**src/rtl/change_dispenser_if.sv**
```systemverilog
// Signal bundle between the vending controller / coin hopper and change_dispenser.
// master = controller + hopper side, slave = dispenser side.
interface change_dispenser_if;
   logic        start;
   logic [11:0] amount;
   logic        abort;
   logic        refill;
   logic        coin_ack;
   logic        coin_req;
   logic [1:0]  coin_sel;
   logic        busy;
   logic        done;
   logic        fault;
   logic [11:0] remaining;
   logic [7:0]  coin_count;
   logic [3:0]  low_stock;
   logic [2:0]  state_dbg;

   // coin_req rises with a stable coin_sel and stays high until the cycle after
   // coin_ack is seen or the ack timeout expires; coin_ack only counts while coin_req=1.
   modport master (
      output start, amount, abort, refill, coin_ack,
      input  coin_req, coin_sel, busy, done, fault, remaining, coin_count, low_stock, state_dbg
   );

   modport slave (
      input  start, amount, abort, refill, coin_ack,
      output coin_req, coin_sel, busy, done, fault, remaining, coin_count, low_stock, state_dbg
   );
endinterface

```
**src/rtl/change_dispenser.sv**
```systemverilog
// Greedy 50/25/10/5 coin payout over a req/ack hopper handshake with inter-coin gap.
// Define CHANGE_STOCK_EN to add per-denomination stock counters (refill / low_stock).
module change_dispenser #(
   parameter int GAP_CYCLES  = 4,
   parameter int ACK_TIMEOUT = 1000,
   parameter int STOCK_INIT  = 20
) (
   input logic                 clk,
   input logic                 rst,
   change_dispenser_if.slave   bus
);

   typedef enum logic [2:0] {IDLE, PICK, REQ, GAP, DONE, FAULT} state_t;

   state_t      state, state_nxt;
   logic [15:0] cnt;
   logic [1:0]  sel_q;
   logic        req_q, busy_q, done_q, fault_q;
   logic [11:0] remaining_q;
   logic [7:0]  count_q;
   logic [3:0]  avail;
   logic        pick_found;
   logic [1:0]  pick_sel;
   logic        pay;

   function automatic logic [11:0] denom_of(input logic [1:0] s);
      case (s)
         2'd0:    denom_of = 12'd50;
         2'd1:    denom_of = 12'd25;
         2'd2:    denom_of = 12'd10;
         default: denom_of = 12'd5;
      endcase
   endfunction

   // Descending scan so the last hit (and the one kept) is the largest coin.
   always_comb begin
      pick_found = 1'b0;
      pick_sel   = 2'd0;
      for (int i = 3; i >= 0; i--) begin
         if (avail[i] && remaining_q >= denom_of(2'(i))) begin
            pick_found = 1'b1;
            pick_sel   = 2'(i);
         end
      end
   end

   assign pay = (state == REQ) && bus.coin_ack && !bus.abort;

   always_comb begin
      state_nxt = state;
      case (state)
         IDLE:    if (bus.start) state_nxt = PICK;
         PICK:    if (pick_found) state_nxt = REQ;
                  else if (remaining_q == 12'd0) state_nxt = DONE;
                  else state_nxt = FAULT;
         REQ:     if (bus.coin_ack) state_nxt = GAP;
                  else if (cnt == 16'(ACK_TIMEOUT - 1)) state_nxt = FAULT;
         GAP:     if (cnt == 16'(GAP_CYCLES - 1)) state_nxt = PICK;
         DONE:    state_nxt = IDLE;
         FAULT:   state_nxt = IDLE;
         default: state_nxt = IDLE;
      endcase
      if (bus.abort) state_nxt = IDLE;
   end

   always_ff @(posedge clk or posedge rst) begin
      if (rst) begin
         state       <= IDLE;
         cnt         <= '0;
         sel_q       <= 2'd0;
         req_q       <= 1'b0;
         busy_q      <= 1'b0;
         done_q      <= 1'b0;
         fault_q     <= 1'b0;
         remaining_q <= '0;
         count_q     <= '0;
      end else begin
         state   <= state_nxt;
         cnt     <= (state_nxt != state) ? 16'd0 : cnt + 16'd1;
         // Outputs decoded from the next state so they line up with the state register.
         req_q   <= (state_nxt == REQ);
         busy_q  <= (state_nxt != IDLE);
         done_q  <= (state_nxt == DONE) || (state_nxt == FAULT);
         fault_q <= (state_nxt == FAULT);
         if (state == IDLE && bus.start && !bus.abort) begin
            remaining_q <= bus.amount;
            count_q     <= '0;
         end
         if (state == PICK && pick_found) sel_q <= pick_sel;
         if (pay) begin
            remaining_q <= remaining_q - denom_of(sel_q);
            if (count_q != 8'hFF) count_q <= count_q + 8'd1;
         end
      end
   end

`ifdef CHANGE_STOCK_EN
   logic [7:0] stock [4];
   logic [7:0] stock_nxt [4];
   logic [3:0] low_q;

   always_comb begin
      for (int i = 0; i < 4; i++) begin
         stock_nxt[i] = stock[i];
         if (state == IDLE && bus.refill) stock_nxt[i] = 8'(STOCK_INIT);
      end
      if (pay) stock_nxt[sel_q] = stock[sel_q] - 8'd1;
   end

   always_ff @(posedge clk or posedge rst) begin
      if (rst) begin
         for (int i = 0; i < 4; i++) stock[i] <= 8'(STOCK_INIT);
         low_q <= '0;
      end else begin
         for (int i = 0; i < 4; i++) begin
            stock[i] <= stock_nxt[i];
            low_q[i] <= (stock_nxt[i] == 8'd0);
         end
      end
   end

   always_comb begin
      for (int i = 0; i < 4; i++) avail[i] = (stock[i] != 8'd0);
   end

   assign bus.low_stock = low_q;
`else
   logic       unused_refill;
   logic [7:0] unused_stock_init;

   assign unused_refill     = bus.refill;
   assign unused_stock_init = 8'(STOCK_INIT);
   assign avail             = 4'b1111;
   assign bus.low_stock     = 4'b0000;
`endif

   assign bus.coin_req   = req_q;
   assign bus.coin_sel   = sel_q;
   assign bus.busy       = busy_q;
   assign bus.done       = done_q;
   assign bus.fault      = fault_q;
   assign bus.remaining  = remaining_q;
   assign bus.coin_count = count_q;
   assign bus.state_dbg  = state;

endmodule
```
**src/flat_wrapper.sv**
```systemverilog
// flat-port wrapper written by rule: the top's interface ports become plain ports
module change_dispenser_flat 
#(
   parameter int GAP_CYCLES  = 4,
   parameter int ACK_TIMEOUT = 1000,
   parameter int STOCK_INIT  = 20
)
  (clk, rst, bus_start, bus_amount, bus_abort, bus_refill, bus_coin_ack, bus_coin_req, bus_coin_sel, bus_busy, bus_done, bus_fault, bus_remaining, bus_coin_count, bus_low_stock, bus_state_dbg);
  change_dispenser_if bus_i ();
  input logic clk;
  input logic rst;
  input wire logic [$bits(bus_i.start)-1:0] bus_start;
  input wire logic [$bits(bus_i.amount)-1:0] bus_amount;
  input wire logic [$bits(bus_i.abort)-1:0] bus_abort;
  input wire logic [$bits(bus_i.refill)-1:0] bus_refill;
  input wire logic [$bits(bus_i.coin_ack)-1:0] bus_coin_ack;
  output wire logic [$bits(bus_i.coin_req)-1:0] bus_coin_req;
  output wire logic [$bits(bus_i.coin_sel)-1:0] bus_coin_sel;
  output wire logic [$bits(bus_i.busy)-1:0] bus_busy;
  output wire logic [$bits(bus_i.done)-1:0] bus_done;
  output wire logic [$bits(bus_i.fault)-1:0] bus_fault;
  output wire logic [$bits(bus_i.remaining)-1:0] bus_remaining;
  output wire logic [$bits(bus_i.coin_count)-1:0] bus_coin_count;
  output wire logic [$bits(bus_i.low_stock)-1:0] bus_low_stock;
  output wire logic [$bits(bus_i.state_dbg)-1:0] bus_state_dbg;
  assign bus_i.start = bus_start;
  assign bus_i.amount = bus_amount;
  assign bus_i.abort = bus_abort;
  assign bus_i.refill = bus_refill;
  assign bus_i.coin_ack = bus_coin_ack;
  assign bus_coin_req = bus_i.coin_req;
  assign bus_coin_sel = bus_i.coin_sel;
  assign bus_busy = bus_i.busy;
  assign bus_done = bus_i.done;
  assign bus_fault = bus_i.fault;
  assign bus_remaining = bus_i.remaining;
  assign bus_coin_count = bus_i.coin_count;
  assign bus_low_stock = bus_i.low_stock;
  assign bus_state_dbg = bus_i.state_dbg;
  change_dispenser #(.GAP_CYCLES(GAP_CYCLES), .ACK_TIMEOUT(ACK_TIMEOUT), .STOCK_INIT(STOCK_INIT)) u_core (.clk(clk), .rst(rst), .bus(bus_i));
endmodule
```
**config.mk**
```make
export PLATFORM = sky130hd
export DESIGN_NAME = change_dispenser_flat
export DESIGN_NICKNAME = d
export VERILOG_FILES = /design/src/rtl/change_dispenser_if.sv /design/src/rtl/change_dispenser.sv /design/src/flat_wrapper.sv
export SDC_FILE = /design/constraint.sdc
export NUM_CORES = 1
export LEC_CHECK = 0
export ABC_AREA = 1
export BUFFER_PORTS_ARGS = -buffer_cell sky130_fd_sc_hd__buf_2
export CORE_MARGIN = 1.5
export CORE_UTILIZATION = 30
export CTS_CLUSTER_SIZE = 8
export DETAILED_ROUTE_END_ITERATION = 8
export GPL_TIMING_DRIVEN = 1
export SETUP_SLACK_MARGIN = 0.1
export SYNTH_ARGS = -nofsm -noshare
export SYNTH_HDL_FRONTEND = slang
export SYNTH_SLANG_ARGS = --single-unit
export TNS_END_PERCENT = 50
```
**constraint.sdc**
```tcl
create_clock -name clk -period 3 [get_ports clk]
set_clock_uncertainty 0.15 [all_clocks]
set_input_delay 0.15 -clock clk [delete_from_list [all_inputs] [get_ports clk]]
set_output_delay 0.15 -clock clk [all_outputs]
set_load 0.02 [all_outputs]
```
==> flow_summary.ini <==
[timing]
final_max_slew_viol_count = 0
setup_viol = 0
worstMarginPinSlew_ps = 988
hold_slack_ps = 24.1
final_hold_viol_count = 0
min_period_over_period = 0.835
period_minus_slack_ps = 2500
slew_headroom = 0.340
fmax_mhz = 399
tns_ps = 0
rsz0062_at_grt = no

[clock_network]
cts-htree-levels = 2
path_clk_slew_ps = 90
cts_buffers = 5
insertion_delay_ps = 300
post_cts_resized = 0
cts.sinks = 45
cts_setup_buffers = 0
cts_root_buf = clkbuf_8
cts_buffer_depth = 2
cts_tree = yes

[floorplanning]
fp.dieW_um = 100
die_h_um = 100
ios = 51
core_area_um2 = 9200
initial_utilization = 0.307
die-area_um2 = 10000
rows = 35

[route]
dr.pass1.iters = 4
drt_iter0_markers = 100
dr_total_vias = 2549
drc = 0
routedWlPerCell_um = 12.2
viasPerCell = 4.70
ant_nets = 0
wirelength_um = 6610

[logic_synthesis]
synth_seq_cells = 45
synth_area_leaders = dfrtp_1 (40%), nand2_1 (11%), inv_1 (7.2%)
synth_seq_area_share = 0.398
synth_area_leader_cell = dfrtp_1
yosysWarnings = 0
synth_cells = 372
ys_types = 34
synth_top_area_share = 0.398
syn_area_um2 = 2830
avgSynthCellArea_um2 = 7.60

[placed_design]
place_congestion = 0.849
port_buffers = 45
dp_hpwl_um = 4970

[layout]
layout_commonest_cell = nand2_1
layout_common_cells = nand2_1 (80), inv_1 (53), buf_2 (45), dfrtp_1 (45), nor2_1 (38)
drive_above_1_share = 0.188
nets = 461
area_delta_synth_final_pct = 19.0
diodes = 0
fillers = 985

[critical_path]
slowest_delay_ps = 500
cpMaxStageDelayCell = dfrtp_1
endpoint_kind = flop
cp_top_family = simple AND/OR/NAND/NOR gates
cp.required_ps = 3050
cpMostUsedCell = nand2_1
path_buf_inv = 1
critPathKind = flop to flop
crit_chain = inv_1 -> ha_1 -> o21ai_0 -> ha_1 -> nand2_1 -> nand2_1 -> a31oi_1 -> nand2_1 -> nor2_1 -> nand3_1 -> xor2_1 -> nand2_1 -> nand2_1
critPathArrivalTime_ps = 2550
cp-start-kind = flop
cp_max_fo = 7

[global_route]
grt_pass1_vias = 2528
grt_pass1_wl_um = 11400
grt_usage = 0.141
gr-total-overflow = 0
grt_start_max_net_pins = 46
antenna_found_initial = 0

[power_and_ir_drop]
irDropWorstVdd_mv = 0.389
power.density_cell_area_nw_per_um2 = 671
power.leakage_uw = 0.00165

[flow_run]
cap_violations = 0

[min_path]
min-delay-path-class = primary input to flop

[run_status]
outcome = finished clean
-- synthesized netlist by cell type --
library cell / number
a21oi_1: 17
a22oi_1: 1
a31oi_1: 3
a32o_1: 1
buf_2: 2
buf_4: 5
buf_6: 1
conb_1: 1
dfrtp_1: 45
fa_1: 1
ha_1: 12
inv_1: 54
inv_2: 2
nand2_1: 80
nand2_2: 4
nand3_1: 24
nand3_2: 1
nand3b_1: 1
nand4_1: 9
nand4_4: 1
nor2_1: 38
nor2_2: 16
nor2_4: 1
nor3_1: 7
nor3_2: 1
o211ai_1: 2
o21a_1: 1
o21ai_0: 18
o21ai_1: 1
o21bai_1: 2
o221ai_1: 2
o22ai_1: 4
xnor2_1: 5
xor2_1: 9
-- cell families after synthesis --
| group | after synthesis | share of synthesized area |
|---|---|---|
| xor gates and xnor gates | 14 | 0.0434 |
| buffers and inverters | 64 | 0.0951 |
| adders and majority gates | 13 | 0.0602 |
| AOI/OAI and AO/OA | 52 | 0.105 |
| DFF | 45 | 0.398 |
| and+or+nand+nor | 183 | 0.297 |
| other | 1 | 0.00133 |
-- worst register-to-register path, cell delays in order, from the launching register on --
cell	delay [ps]
dfrtp_1	500
inv_1	120
ha_1	200
o21ai_0	200
ha_1	330
nand2_1	100
nand2_1	50
a31oi_1	120
nand2_1	110
nor2_1	160
nand3_1	110
xor2_1	150
nand2_1	50
nand2_1	40
-- cell type report --
type	count	area, um2	area share
Multi-Input combinational cell	266	1440	0.429
Sequential cell	45	1130	0.335
Inverter	56	210	0.0625
Tap cell	111	139	0.0413
Clock buffer	7	86.3	0.0257
Timing Repair Buffer	56	330	0.0981
Clock inverter	1	30.0	0.00892
-- metal layers --
metal / wire length (um) / share of wire / GRT usage / vias up
met3: 222 / 0.034 / 0.0265 / 4
li1: - / - / - / 1304
met1: 3080 / 0.47 / 0.177 / 1185
met2: 3280 / 0.50 / 0.251 / 56
met5: 0 / 0 / 0 / -
met4: 30 / 0.0045 / 0.0293 / 0
-- registers in the layout, indices dropped and copies added (netlist names) --
register,flops
u_core.bus.busy,1
u_core.bus.coin_count,8
u_core.bus.coin_req,1
u_core.bus.coin_sel,2
u_core.bus.done,1
u_core.bus.fault,1
u_core.bus.remaining,12
u_core.bus.state_dbg,3
u_core.cnt,16
-- where the power goes --
part / internal, uW / switching (uW) / total [uW]
clock: 272 / 206 / 478
sequential: 708 / 127 / 835
combinational: 330 / 615 / 945
-- path summary, 6_finish.rpt --
kind                                            end                    from  cells past startpoint  slack [ps]
max in group asynchronous             u_core.cnt[5]                     rst                      3        1600
min                        u_core.bus.remaining[10]          bus_amount[10]                      3          20
max reg2reg                u_core.bus.remaining[11]  u_core.bus.coin_sel[0]                     13         500
min reg2reg                           u_core.cnt[0]           u_core.cnt[0]                      1         330
max                        u_core.bus.remaining[11]  u_core.bus.coin_sel[0]                     13         500
min in group asynchronous   u_core.bus.remaining[3]                     rst                      3         480
-- what timing repair did --
item                                    in CTS  in global routing
hold endpoints to repair                    48                  0
endpoints found under the setup margin       0                  0
hold buffers                                 9                  0
-- metrics by stage --
stage	power (uW)	instance area [um2]	setup WS [ps]	std cells	utilization
after floorplan	1530	2840	659	375	-
after global placement	1770	3160	519	525	0.344
after detailed placement	1780	3160	481	525	0.344
after CTS	2290	3370	481	542	0.366
after global routing	2440	3370	236	542	0.366
final	2260	3370	496	542	0.366
Note: power is estimated with default switching activity, not from simulation.
